### config.mk
export PLATFORM = sky130hd
export DESIGN_NAME = multicycle_ctrl
export DESIGN_NICKNAME = d
export VERILOG_FILES = /design/src/rtl/multicycle_ctrl.sv
export SDC_FILE = /design/constraint.sdc
export NUM_CORES = 1
export LEC_CHECK = 0
export BUFFER_PORTS_ARGS = -buffer_cell sky130_fd_sc_hd__buf_2
export CAP_MARGIN = 20
export CORE_MARGIN = 4
export CORE_UTILIZATION = 50
export CTS_CLUSTER_SIZE = 16
export DETAILED_ROUTE_END_ITERATION = 7
export PLACE_DENSITY = 0.77
export SETUP_SLACK_MARGIN = 0.02
export SLEW_MARGIN = 10
export SYNTH_ARGS = -nofsm -noshare
export SYNTH_HDL_FRONTEND = slang
export SYNTH_SLANG_ARGS = --single-unit
### constraint.sdc
create_clock -name clk_i -period 2.85 [get_ports clk_i]
set_input_delay 0.4275 -clock clk_i [delete_from_list [all_inputs] [get_ports clk_i]]
set_output_delay 0.4275 -clock clk_i [all_outputs]
set_load 0.005 [all_outputs]
### src/rtl/multicycle_ctrl.sv
// multicycle_ctrl: control FSM for a multicycle MIPS-style datapath
// (IF -> ID -> EX -> [MEM] -> [WB]).
//
// Parameter: WAIT_MAX - request cycles allowed on mem_ready_i in IF/MEM
//   before the request is dropped and timeout_o is set. The cycle whose
//   wait count equals WAIT_MAX may still complete.
// Build option: define MULTICYCLE_CTRL_BRANCH_EN to support BEQ (000100).
//   Without it, BEQ decodes as illegal and zero_i is unused.
//
// Ports:
//   clk_i, rst_n            clock, async active-low reset
//   run_i                   fetch enable, sampled in IF only
//   opcode_i                opcode, valid in ID
//   zero_i                  ALU zero flag, valid in EX
//   mem_ready_i             memory completion strobe
//   instr_req_o             instruction fetch request
//   data_req_o, data_we_o   data memory request / write enable
//   ir_write_o, pc_write_o, reg_write_o   one-cycle write strobes
//   alu_op_o                ALUOp (R 010, ADDI 011, LW/SW 000, BEQ 001)
//   alu_src_o, reg_dst_o, mem_to_reg_o    datapath mux selects
//   instr_done_o            retirement pulse
//   illegal_o, timeout_o    sticky error flags
module multicycle_ctrl #(
  parameter int unsigned WAIT_MAX = 15
) (
  input  logic       clk_i,
  input  logic       rst_n,
  input  logic       run_i,
  input  logic [5:0] opcode_i,
  input  logic       zero_i,
  input  logic       mem_ready_i,
  output logic       instr_req_o,
  output logic       data_req_o,
  output logic       data_we_o,
  output logic       ir_write_o,
  output logic       pc_write_o,
  output logic       reg_write_o,
  output logic [2:0] alu_op_o,
  output logic       alu_src_o,
  output logic       reg_dst_o,
  output logic       mem_to_reg_o,
  output logic       instr_done_o,
  output logic       illegal_o,
  output logic       timeout_o
);

  localparam int unsigned CW = (WAIT_MAX < 1) ? 1 : $clog2(WAIT_MAX + 1);
  localparam logic [CW-1:0] WAIT_LIM = CW'(WAIT_MAX);

  localparam logic [5:0] OP_R    = 6'b000000;
  localparam logic [5:0] OP_ADDI = 6'b001000;
  localparam logic [5:0] OP_LW   = 6'b100011;
  localparam logic [5:0] OP_SW   = 6'b101011;
  localparam logic [5:0] OP_BEQ  = 6'b000100;

  typedef enum logic [2:0] {S_IF, S_ID, S_EX, S_MEM, S_WB} state_t;

  state_t        r_state;
  logic [5:0]    r_opcode;
  logic [CW-1:0] r_wait;
  logic          r_instr_req;
  logic          r_illegal;
  logic          r_timeout;

  logic w_legal_id;
  logic w_is_r, w_is_addi, w_is_lw, w_is_sw, w_is_beq;
  logic w_in_ex, w_in_mem, w_in_wb, w_post_id;
  logic w_fetch_done;

  always_comb begin
    w_legal_id = 1'b0;
    case (opcode_i)
      OP_R, OP_ADDI, OP_LW, OP_SW: w_legal_id = 1'b1;
`ifdef MULTICYCLE_CTRL_BRANCH_EN
      OP_BEQ:                      w_legal_id = 1'b1;
`endif
      default:                     w_legal_id = 1'b0;
    endcase
  end

  assign w_is_r    = (r_opcode == OP_R);
  assign w_is_addi = (r_opcode == OP_ADDI);
  assign w_is_lw   = (r_opcode == OP_LW);
  assign w_is_sw   = (r_opcode == OP_SW);
`ifdef MULTICYCLE_CTRL_BRANCH_EN
  assign w_is_beq  = (r_opcode == OP_BEQ);
`else
  logic w_unused_zero;
  assign w_unused_zero = zero_i;
  assign w_is_beq  = 1'b0;
`endif

  assign w_in_ex   = (r_state == S_EX);
  assign w_in_mem  = (r_state == S_MEM);
  assign w_in_wb   = (r_state == S_WB);
  assign w_post_id = w_in_ex | w_in_mem | w_in_wb;
  // mem_ready_i only completes a fetch that has actually been issued
  assign w_fetch_done = (r_state == S_IF) & r_instr_req & mem_ready_i;

  always_ff @(posedge clk_i or negedge rst_n) begin
    if (!rst_n) begin
      r_state     <= S_IF;
      r_opcode    <= '0;
      r_wait      <= '0;
      r_instr_req <= 1'b0;
      r_illegal   <= 1'b0;
      r_timeout   <= 1'b0;
    end else begin
      case (r_state)
        S_IF: begin
          if (r_instr_req) begin
            // an issued request is held regardless of run_i
            if (mem_ready_i) begin
              r_instr_req <= 1'b0;
              r_wait      <= '0;
              r_state     <= S_ID;
            end else if (r_wait == WAIT_LIM) begin
              r_instr_req <= 1'b0;
              r_timeout   <= 1'b1;
              r_wait      <= '0;
            end else begin
              r_wait <= r_wait + 1'b1;
            end
          end else if (run_i) begin
            r_instr_req <= 1'b1;
          end
        end
        S_ID: begin
          r_opcode <= opcode_i;
          r_wait   <= '0;
          if (w_legal_id) begin
            r_state <= S_EX;
          end else begin
            r_illegal <= 1'b1;
            r_state   <= S_IF;
          end
        end
        S_EX: begin
          r_wait <= '0;
          if (w_is_r || w_is_addi)     r_state <= S_WB;
          else if (w_is_lw || w_is_sw) r_state <= S_MEM;
          else                         r_state <= S_IF;
        end
        S_MEM: begin
          if (mem_ready_i) begin
            r_wait  <= '0;
            r_state <= w_is_sw ? S_IF : S_WB;
          end else if (r_wait == WAIT_LIM) begin
            r_timeout <= 1'b1;
            r_wait    <= '0;
            r_state   <= S_IF;
          end else begin
            r_wait <= r_wait + 1'b1;
          end
        end
        S_WB:    r_state <= S_IF;
        default: r_state <= S_IF;
      endcase
    end
  end

  // Outputs decode from registered state and latched opcode; the strobes
  // that must answer mem_ready_i/zero_i in the same cycle are gated by
  // registered terms, so everything is 0 while reset is held.
  always_comb begin
    instr_req_o  = (r_state == S_IF) & r_instr_req;
    ir_write_o   = w_fetch_done;
    pc_write_o   = w_fetch_done | (w_in_ex & w_is_beq & zero_i);
    data_req_o   = w_in_mem;
    data_we_o    = w_in_mem & w_is_sw;
    reg_write_o  = w_in_wb;
    mem_to_reg_o = w_in_wb & w_is_lw;
    alu_src_o    = w_post_id & (w_is_addi | w_is_lw | w_is_sw);
    reg_dst_o    = w_post_id & w_is_r;
    instr_done_o = w_in_wb
                 | ((r_state == S_ID) & ~w_legal_id)
                 | (w_in_ex & w_is_beq)
                 | (w_in_mem & mem_ready_i & w_is_sw);
    alu_op_o = 3'b000;
    if (w_in_ex) begin
      if (w_is_r)         alu_op_o = 3'b010;
      else if (w_is_addi) alu_op_o = 3'b011;
      else if (w_is_beq)  alu_op_o = 3'b001;
      else                alu_op_o = 3'b000;
    end
    illegal_o = r_illegal;
    timeout_o = r_timeout;
  end

endmodule

==> results of run 1 <==
## layer usage
metal / vias up / routed length, µm
met2: 32 / 931
met4: 0 / 8
met1: 374 / 781
li1: 384 / -
met5: - / 0
met3: 2 / 143
## worst paths after layout
kind / start / endpoint / slack [ps] / cells past startpoint
worst max-delay path: r_state[1] / alu_op_o[0] / 620 / 4
worst min-delay path: rst_n / r_wait[3] / 30 / 1
worst max register to register: r_state[0] / r_opcode[5] / 1310 / 3
worst min register to register: illegal_o / illegal_o / 460 / 1
max in group asynchronous: rst_n / illegal_o / 2570 / 1
min in group clk_i: opcode_i[3] / r_opcode[3] / 370 / 2
## stage by stage
stage | instance area (µm²) | instances | hold slack, ps | worst slack (ps) | total power, µW
4_1_cts | 1060 | 142 | 31.8 | 622 | 798
3_3_place_gp | 1020 | 138 | 353 | 1050 | 634
5_1_grt | 1060 | 142 | 39.4 | 415 | 858
6_report | 1060 | 142 | 26.6 | 617 | 794
3_5_place_dp | 1020 | 138 | 354 | 956 | 648
2_1_floorplan | 926 | 97 | 132 | 1230 | 581
## final cells by class
class / instances / area [µm²]
timing repair buffer: 23 / 115
fill: 157 / 689
clock buffer: 4 / 36.3
sequential: 16 / 400
inverter: 4 / 15.0
multi-input combinational: 70 / 458
tap: 25 / 31.3
## cells in the mapped netlist, types with 2 or more instances
master and number:
a22o_1 2, buf_4 3, and3_1 3, nand4_1 2, mux2_2 6, nand3_1 2
clkbuf_1 2, a21oi_1 5, buf_6 2, dfrtp_1 16, o21ai_1 2, nor2_1 7
and2_1 2, nor3b_1 2, nor3_1 8, o21ai_0 4, a31oi_1 2, nand2b_1 2
inv_1 4, nand2_1 6
## placed cells by master, fill, tap and decap left out, types with 2 or more instances in the layout
cell / Yosys / routed
nand2b_1: 2 / 2
dfrtp_1: 16 / 16
inv_1: 4 / 4
mux2_2: 6 / 6
nand3_1: 2 / 2
nor3_1: 8 / 8
a31oi_1: 2 / 2
clkbuf_4: 0 / 3
nand4_1: 2 / 2
nand2_1: 6 / 6
o21ai_0: 4 / 4
buf_2: 0 / 23
and3_1: 3 / 3
and2_1: 2 / 2
nor2_1: 7 / 7
nor3b_1: 2 / 2
a21oi_1: 5 / 5
o21ai_1: 2 / 2
a22o_1: 2 / 2
## critical path: cells and delay by family (launching register included)
| family | cells | cell delay [ps] |
|---|---|---|
| flip-flops | 1 | 540 |
| AND/OR/NAND/NOR | 3 | 880 |
| buffers and inverters | 1 | 100 |
## report_power, final
group / switching, µW / total (µW) / internal [µW]
clock network: 72.3 / 150 / 77.9
logic: 133 / 272 / 139
registers: 74.6 / 372 / 297
## registers in the layout (all words and copies together) (netlist names)
name / cells
r_opcode: 6
timeout_o: 1
illegal_o: 1
r_instr_req: 1
r_state: 3
r_wait: 4
## cell families after synthesis
| family | Yosys count | synth area share |
|---|---|---|
| and+or+nand+nor | 39 | 0.234 |
| AOI/OAI and AO/OA | 22 | 0.161 |
| other | 1 | 0.00405 |
| adders and majority gates | 1 | 0.0135 |
| xor gates and xnor gates | 1 | 0.00946 |
| muxes | 6 | 0.0730 |
| DFF | 16 | 0.432 |
| buffers and inverters | 11 | 0.0730 |
==> impl_metrics.yaml, run 1 <==
timing:
  tns_ps: 0
  relSlewSlack: 0.595
  maxSlewViolCount: 0
  setup_violations: 0
  max_freq_mhz: 448
  rsz0062_at_grt: "false"
  hold_viol_final: 0
  timing.final.crit_share: 0.783
  period_needed_ps: 2230
  worstMarginPinSlew_ps: 602
  clock_skew_ps: 2.64
clock_network:
  clk_latency_ps: 290
  tritoncts.num_buffers: 3
  cts.clk_slew.worst_paths_ps: 90
  cts-htree-levels: 1
  cts-resized-gates: 0
  ctsHoldBuffers: 0
  cts-root-buf: "clkbuf_4"
  cts.sinks: 16
  tritoncts: "done"
  cts_buffer_depth: 2
  postCtsSetupBuffers: 0
synth:
  seq_area_frac_synth: 0.432
  yosysWarnings: 0
  synthArstFlopShare: 1.00
  synth_area_leaders: "dfrtp_1 43%, mux2_2 7.3%, nor3_1 4.3%, nor2_1 2.8%, a21oi_1 2.7%"
  yosysTopAreaCell: "dfrtp_1"
  syn_nets: 109
  synthDominantCellAreaShare: 0.432
  synth_area_um2: 926
  synth-seq-cells: 16
  synth_cells: 97
  post_synth.cell_area_avg_um2: 9.55
  synth_edf_count: 0
  synth_ff_type: "dfrtp_1"
  synth_cell_type_count: 35
cells_and_area:
  syn_to_final_growth_pct: 14.1
  antennaDiodeCount: 0
  drive_above_1_share: 0.316
  nets: 130
  post-route-util: 0.605
global_routing:
  grt_usage: 0.167
  gr-usage-met3: 0.0525
  grt_antenna_before_repair: 0
  grt_overflow: 0
  grt_pass1_wl_mm: 3.27
  grt.busiest_layer: "met2"
  use_met2: 0.283
  grt_pass1_vias: 759
  grt_start_max_net_pins: 17
  grt_use_met1: 0.204
floorplanning:
  die_w_um: 51.0
  initial_core_util: 0.530
  die_area_um2: 2600
  die_h_um: 51.0
  io_pins: 26
  core_area_um2: 1750
  rows: 15
status:
  status: "complete, no violations"
place:
  port_buffers: 23
  gp_congestion: 0.828
  hpwlAfterDp_mm: 1.41
drt:
  ant_nets: 0
  routed_via_density: 5.58
  initialDrtViolationCount: 20
  drt_wl_total_mm: 1.86
  routedWlPerCell_um: 13.1
  drtPass1Iterations: 4
  num_vias: 792
  drc_errors: 0
critical_path:
  crit_required_ps: 2420
  critPathKind: "reg -> out"
  endpoint_kind: "primary output"
  crit_slowest_cell: "dfrtp_1"
  worstPathArrival_ps: 1810
  cpPeakStageDelay_ps: 540
  start_kind: "flop"
  path_cells: "nor2b_1 -> nor3b_1 -> and2_1 -> buf_2"
  cp_max_fo: 9
run:
  drv_cap: 0
hold_path:
  min_path_type: "in -> async"
pwr:
  p_per_area_nw_per_um2: 752
  p_leak_uw: 0.000514
  vdd_ir_drop_max_mv: 0.561
No activity file was read; power rests on OpenSTA's default activity.
==> inputs of run 2 (changes only) <==
- clock period: 2.85 -> 2.17 ns (I/O delays scaled with it)
==> run 2 against run 1 <==
Combinational power increased by 30%. Final cell count is 0.70% higher. Cell area is 1.5% higher. Via count is the same. Sequential power grew 31%. Global-route usage shrank 0.46 points. Routed wire length decreased by 0.16%. Flip-flop and latch count did not move. Total power grew 31%. Sequential share of layout area fell by 0.46 points.
==> impl_metrics.yaml, run 2 (same netlist as run 1, synthesis figures left out) <==
timing:
  rsz0062_at_grt: "true"
  maxSlewViolCount: 0
  worstMarginPinSlew_ps: 575
  relSlewSlack: 0.613
  hold_viol_final: 0
  max_freq_mhz: 501
  tns_ps: 0
  timing.final.crit_share: 0.921
  period_needed_ps: 2000
  setup_violations: 0
  hold_ws_ps: 283
  clock_skew_ps: 11.5
pwr:
  p_sw_frac: 0.350
  switchingPower_uw: 363
  total_power_uw: 1040
  vdd_ir_drop_max_mv: 0.607
  internal-power_uw: 674
  p_per_area_nw_per_um2: 967
  power_frac_comb: 0.342
  p_seq_frac: 0.470
  clockPowerShare: 0.188
  p_leak_uw: 0.000516
cells_and_area:
  nets: 131
  antennaDiodeCount: 0
  fillers: 168
  mostFrequentLayoutCells: "23 x buf_2, 15 x dfrtp_1, 8 x nor3_1"
  drive_above_1_share: 0.331
  top_register: "r_opcode"
  syn_to_final_growth_pct: 15.8
  largest_reg_flops: 6
  mostFrequentLayoutCell: "buf_2"
  post-route-util: 0.614
  reg_top3: "r_opcode: 6 flops, r_wait: 4 flops, r_state: 3 flops"
hold_path:
  min_path_type: "in -> reg"
global_routing:
  grt_antenna_before_repair: 0
  grt_start_max_net_pins: 17
  grt_pass1_vias: 752
  grt_usage: 0.162
  grt_pass1_wl_mm: 3.20
  grt_overflow: 0
place:
  gp_congestion: 0.829
  hpwlAfterDp_mm: 1.40
  port_buffers: 23
clock_network:
  tritoncts.num_buffers: 3
  postCtsSetupBuffers: 0
  cts.sinks: 16
  cts_buffer_depth: 2
  tritoncts: "done"
  clk_latency_ps: 290
  cts.clk_slew.worst_paths_ps: 100
  cts-htree-levels: 1
  cts-root-buf: "clkbuf_4"
drt:
  drt_wl_total_mm: 1.86
  drc_errors: 0
  initialDrtViolationCount: 11
  num_vias: 792
  ant_nets: 0
  drtPass1Iterations: 4
  routed_via_density: 5.54
  routedWlPerCell_um: 13.0
critical_path:
  cp_num_buf_inv: 2
  crit_required_ps: 1840
  crit_slowest_cell: "dfrtp_1"
  worstPathArrival_ps: 1670
  critical_path.top_delay_family: "simple AND/OR/NAND/NOR gates"
  cp_max_fo: 9
  start_kind: "flop"
  endpoint_kind: "primary output"
  path_cells: "inv_1 -> nor3_4 -> nand2_1 -> nand3_1 -> buf_2"
  critPathKind: "reg -> out"
  cpPeakStageDelay_ps: 530
floorplanning:
  die_area_um2: 2600
  initial_core_util: 0.530
  die_h_um: 51.0
  rows: 15
  core_area_um2: 1750
  io_pins: 26
  die_w_um: 51.0
status:
  status: "complete, no violations"
run:
  drv_cap: 0
[run 2: cell count changes in the layout (fill, tap and decap cells not counted)]
cell | previous run | this run
nor3b_2 | 0 | 1
dlygate4sd3_1 | 0 | 1
dfrtp_1 | 16 | 15
dfrtp_2 | 0 | 1
nor3b_1 | 2 | 1
[run 2: area by class of cell]
class / count / area, µm² / area share
Sequential cell: 16 / 402 / 0.375
Multi-Input combinational cell: 70 / 463 / 0.432
Clock buffer: 4 / 36.3 / 0.0338
Timing Repair Buffer: 24 / 125 / 0.117
Tap cell: 25 / 31.3 / 0.0292
Inverter: 4 / 15.0 / 0.0140
[run 2: worst paths after layout]
| check | start | to | slack (ps) | depth (start not counted) |
|---|---|---|---|---|
| min in group asynchronous | rst_n | r_wait[3] | 460 | 2 |
| worst max register to register | r_state[0] | r_opcode[5] | 620 | 3 |
| worst max-delay path | r_state[0] | instr_done_o | 170 | 5 |
| max in group asynchronous | rst_n | r_state[1] | 1440 | 2 |
| worst min register to register | illegal_o | illegal_o | 470 | 1 |
| worst min-delay path | opcode_i[3] | r_opcode[3] | 280 | 2 |
[run 2: worst reg2reg max path: cells and delay by family, from the launching register on]
kind	cells	cell delay [ps]
AND/OR/NAND/NOR	1	370
multiplexers	1	380
buffers and inverters	1	160
flip-flops	1	530
[run 2: metal layers]
metal,vias up,global-route usage,wire length [µm]
met5,-,0,0
met4,0,0.0404,12
met3,2,0.0554,81
met2,17,0.290,917
met1,381,0.183,850
li1,392,-,-
[run 2: stage by stage]
stage,cell area [µm²],cells,setup slack [ps]
2_1_floorplan,926,97,653
4_1_cts,1070,143,106
3_3_place_gp,1020,138,474
5_1_grt,1070,143,0.633
6_report,1070,143,172
3_5_place_dp,1020,138,436
[run 2: repair_timing]
| action | 4_1_cts | 5_1_grt |
|---|---|---|
| gates resized for setup | 0 | 2 |
| hold buffers | 1 | 0 |
| setup endpoints to repair | 0 | 2 |
| hold endpoints to repair | 16 | 0 |
[run 2: power by group through the flow]
stage / registers [µW] / clock network (µW) / logic (µW)
2_1_floorplan: 456 / 0 / 307
3_3_place_gp: 487 / 0 / 345
3_5_place_dp: 492 / 0 / 355
4_1_cts: 486 / 198 / 358
5_1_grt: 508 / 217 / 397
6_report: 488 / 195 / 354
==> inputs of run 3 (changes only) <==
- ABC_AREA: not set -> 1
- PLACE_DENSITY: 0.77 -> 0.76
==> run 3 against run 2 <==
Worst hold slack got worse by 42 ps. Total power up 14%. Clock power grew 5%. Critical path type unchanged. Largest cell class unchanged.
==> impl_metrics.yaml, run 3 <==
status:
  status: "complete, no violations"
synth:
  synthArstFlopShare: 1.00
  synthMuxAreaShare: 0
  synth_area_um2: 1000
  yosys-top-cells-count: "45 x nand2_1, 20 x inv_1, 17 x nor2_1"
  synthAdderAreaFrac: 0.0125
  yosysTopAreaCell: "dfrtp_1"
  synthDominantCellAreaShare: 0.400
  syn_nets: 158
  yosys.area_share.simple: 0.391
  synth_cells: 146
  synthMostInstantiatedCell: "nand2_1"
  synth_area_leaders: "dfrtp_1 40%, nand2_1 17%, inv_1 7.5%, nand3_1 7.0%, nor2_1 6.4%"
  post_synth.cell_area_avg_um2: 6.86
  synth_edf_count: 0
  yosysWarnings: 0
  synth_compound_area_frac: 0.0725
  synth_ff_type: "dfrtp_1"
  seq_area_frac_synth: 0.400
  synth_xor_area_frac: 0
  synth-seq-cells: 16
  synth_top_family_by_area: "simple AND/OR/NAND/NOR gates"
  synth_cell_type_count: 23
pwr:
  switchingPower_uw: 500
  p_seq_frac: 0.401
  clockPowerShare: 0.173
  p_sw_frac: 0.424
  power_frac_comb: 0.426
  vdd_ir_drop_max_mv: 0.525
  internal-power_uw: 678
  p_per_area_nw_per_um2: 1010
  p_leak_uw: 0.000656
hold_path:
  min_path_type: "in -> reg"
  worstHoldStart: "opcode_i[3]"
  min_path_cells: 3
  hold_end: "r_opcode[3]"
clock_network:
  cts.sinks: 16
  clk_latency_ps: 290
  ctsHoldBuffers: 1
  cts-htree-levels: 1
  tritoncts.num_buffers: 3
  postCtsSetupBuffers: 0
  cts.clk_slew.worst_paths_ps: 100
  cts-resized-gates: 0
  tritoncts: "done"
  cts_buffer_depth: 2
  cts-root-buf: "clkbuf_4"
floorplanning:
  die_area_um2: 2780
  die_w_um: 52.7
  rows: 15
  die_h_um: 52.7
  io_pins: 26
  core_area_um2: 1800
  initial_core_util: 0.556
critical_path:
  worst_r2r_startpoint: "r_state[2]"
  cp_max_fo: 12
  worstPathArrival_ps: 1560
  critPathKind: "reg -> out"
  crit_slowest_cell: "dfrtp_1"
  crit_required_ps: 1840
  start_kind: "flop"
  path_cells: "inv_2 -> nand3_2 -> inv_1 -> o21ai_0 -> nand3_1 -> buf_2"
  rr_endpoint: "r_wait[3]"
  cpPeakStageDelay_ps: 420
  endpoint_kind: "primary output"
  r2r_setup_slack_ps: 870
  r2r_cells: 7
drt:
  initialDrtViolationCount: 26
  routedWlPerCell_um: 10.8
  drt_wl_total_mm: 2.12
  routed_via_density: 4.82
  drc_errors: 0
  drtPass1Iterations: 4
  ant_nets: 0
  num_vias: 945
timing:
  period_needed_ps: 1880
  tns_ps: 0
  timing.final.ws_setup_ps: 287
  maxSlewViolCount: 0
  rsz0062_at_grt: "false"
  timing.final.crit_share: 0.868
  clock_skew_ps: 6.44
  hold_ws_ps: 240
  max_freq_mhz: 531
  setup_violations: 0
  hold_viol_final: 0
cells_and_area:
  syn_to_final_growth_pct: 16.6
  antennaDiodeCount: 0
  largest_reg_flops: 6
  mostFrequentLayoutCells: "45 x nand2_1, 23 x buf_2, 20 x inv_1"
  reg_top3: "r_opcode: 6 flops, r_wait: 4 flops, r_state: 3 flops"
  mostFrequentLayoutCell: "nand2_1"
  top_register: "r_opcode"
  nets: 184
  post-route-util: 0.648
  drive_above_1_share: 0.234
global_routing:
  grt_usage: 0.184
  grt_pass1_vias: 856
  grt_pass1_wl_mm: 3.77
  grt_start_max_net_pins: 17
  grt_overflow: 0
  grt_antenna_before_repair: 0
place:
  hpwlAfterDp_mm: 1.67
  port_buffers: 23
  preCtsSetupSlack_ps: 624
  gp_congestion: 0.813
run:
  drv_cap: 0
==> run 3: cell count changes after synthesis, sizes merged, moves of 3 or more <==
cell,before,now
mux2,6,0
a21oi,5,2
nor2,7,21
inv,4,23
nand2,6,47
and3,3,0
nand3,2,15
nor3,9,1
==> run 3: layout make-up <==
class	instances	area [µm²]
clock buffers	4	36.3
flip-flops and latches	16	400
repair buffers	25	133
fillers	168	634
well taps	25	31.3
inverters	23	86.3
multi-input cells	103	480
==> run 3: per-layer routing <==
layer / share of wire / routed length (µm) / up-vias / GRT usage
met2: 0.45 / 946 / 18 / 0.277
met1: 0.49 / 1050 / 419 / 0.261
met5: 0 / 0 / - / 0
li1: - / - / 504 / -
met3: 0.046 / 97 / 4 / 0.0342
met4: 0.011 / 24 / 0 / 0.0681
==> run 3: power groups by stage <==
stage	Sequential, µW	Combinational (µW)	Clock [µW]
5_1_grt	488	586	225
2_1_floorplan	457	396	0
3_3_place_gp	470	492	0
3_5_place_dp	477	505	0
4_1_cts	471	507	210
6_report	472	502	204
==> run 3: per-stage QoR <==
stage / area, µm² / power, µW / cells
after floorplan: 1000 / 853 / 146
after global placement: 1120 / 962 / 191
after detailed placement: 1120 / 982 / 191
after CTS: 1170 / 1190 / 196
after global routing: 1170 / 1300 / 196
final: 1170 / 1180 / 196
==> run 3: worst max-delay path by stage <==
stage | start | end | slack [ps] | cells past startpoint
after global placement | r_state[2] | instr_done_o | 620 | 6
after CTS | r_state[2] | instr_done_o | 290 | 6
after detailed placement | r_state[2] | instr_done_o | 620 | 6
after global routing | r_state[2] | instr_done_o | 140 | 6
after floorplan | r_state[0] | pc_write_o | 710 | 4
final | r_state[2] | instr_done_o | 290 | 6
==> run 3: kinds of logic after synthesis <==
kind of cell,Yosys count
buffers and inverters,27
adders and majority gates,1
AOI/OAI and AO/OA,12
DFF,16
other,1
and+or+nand+nor,89
==> run 3: worst max-delay path, delay by kind of cell, from the launching register on <==
kind	cells	cell delay, ps
AOI/OAI and AO/OA	1	170
and+or+nand+nor	2	210
buffers and inverters	3	470
DFF	1	420
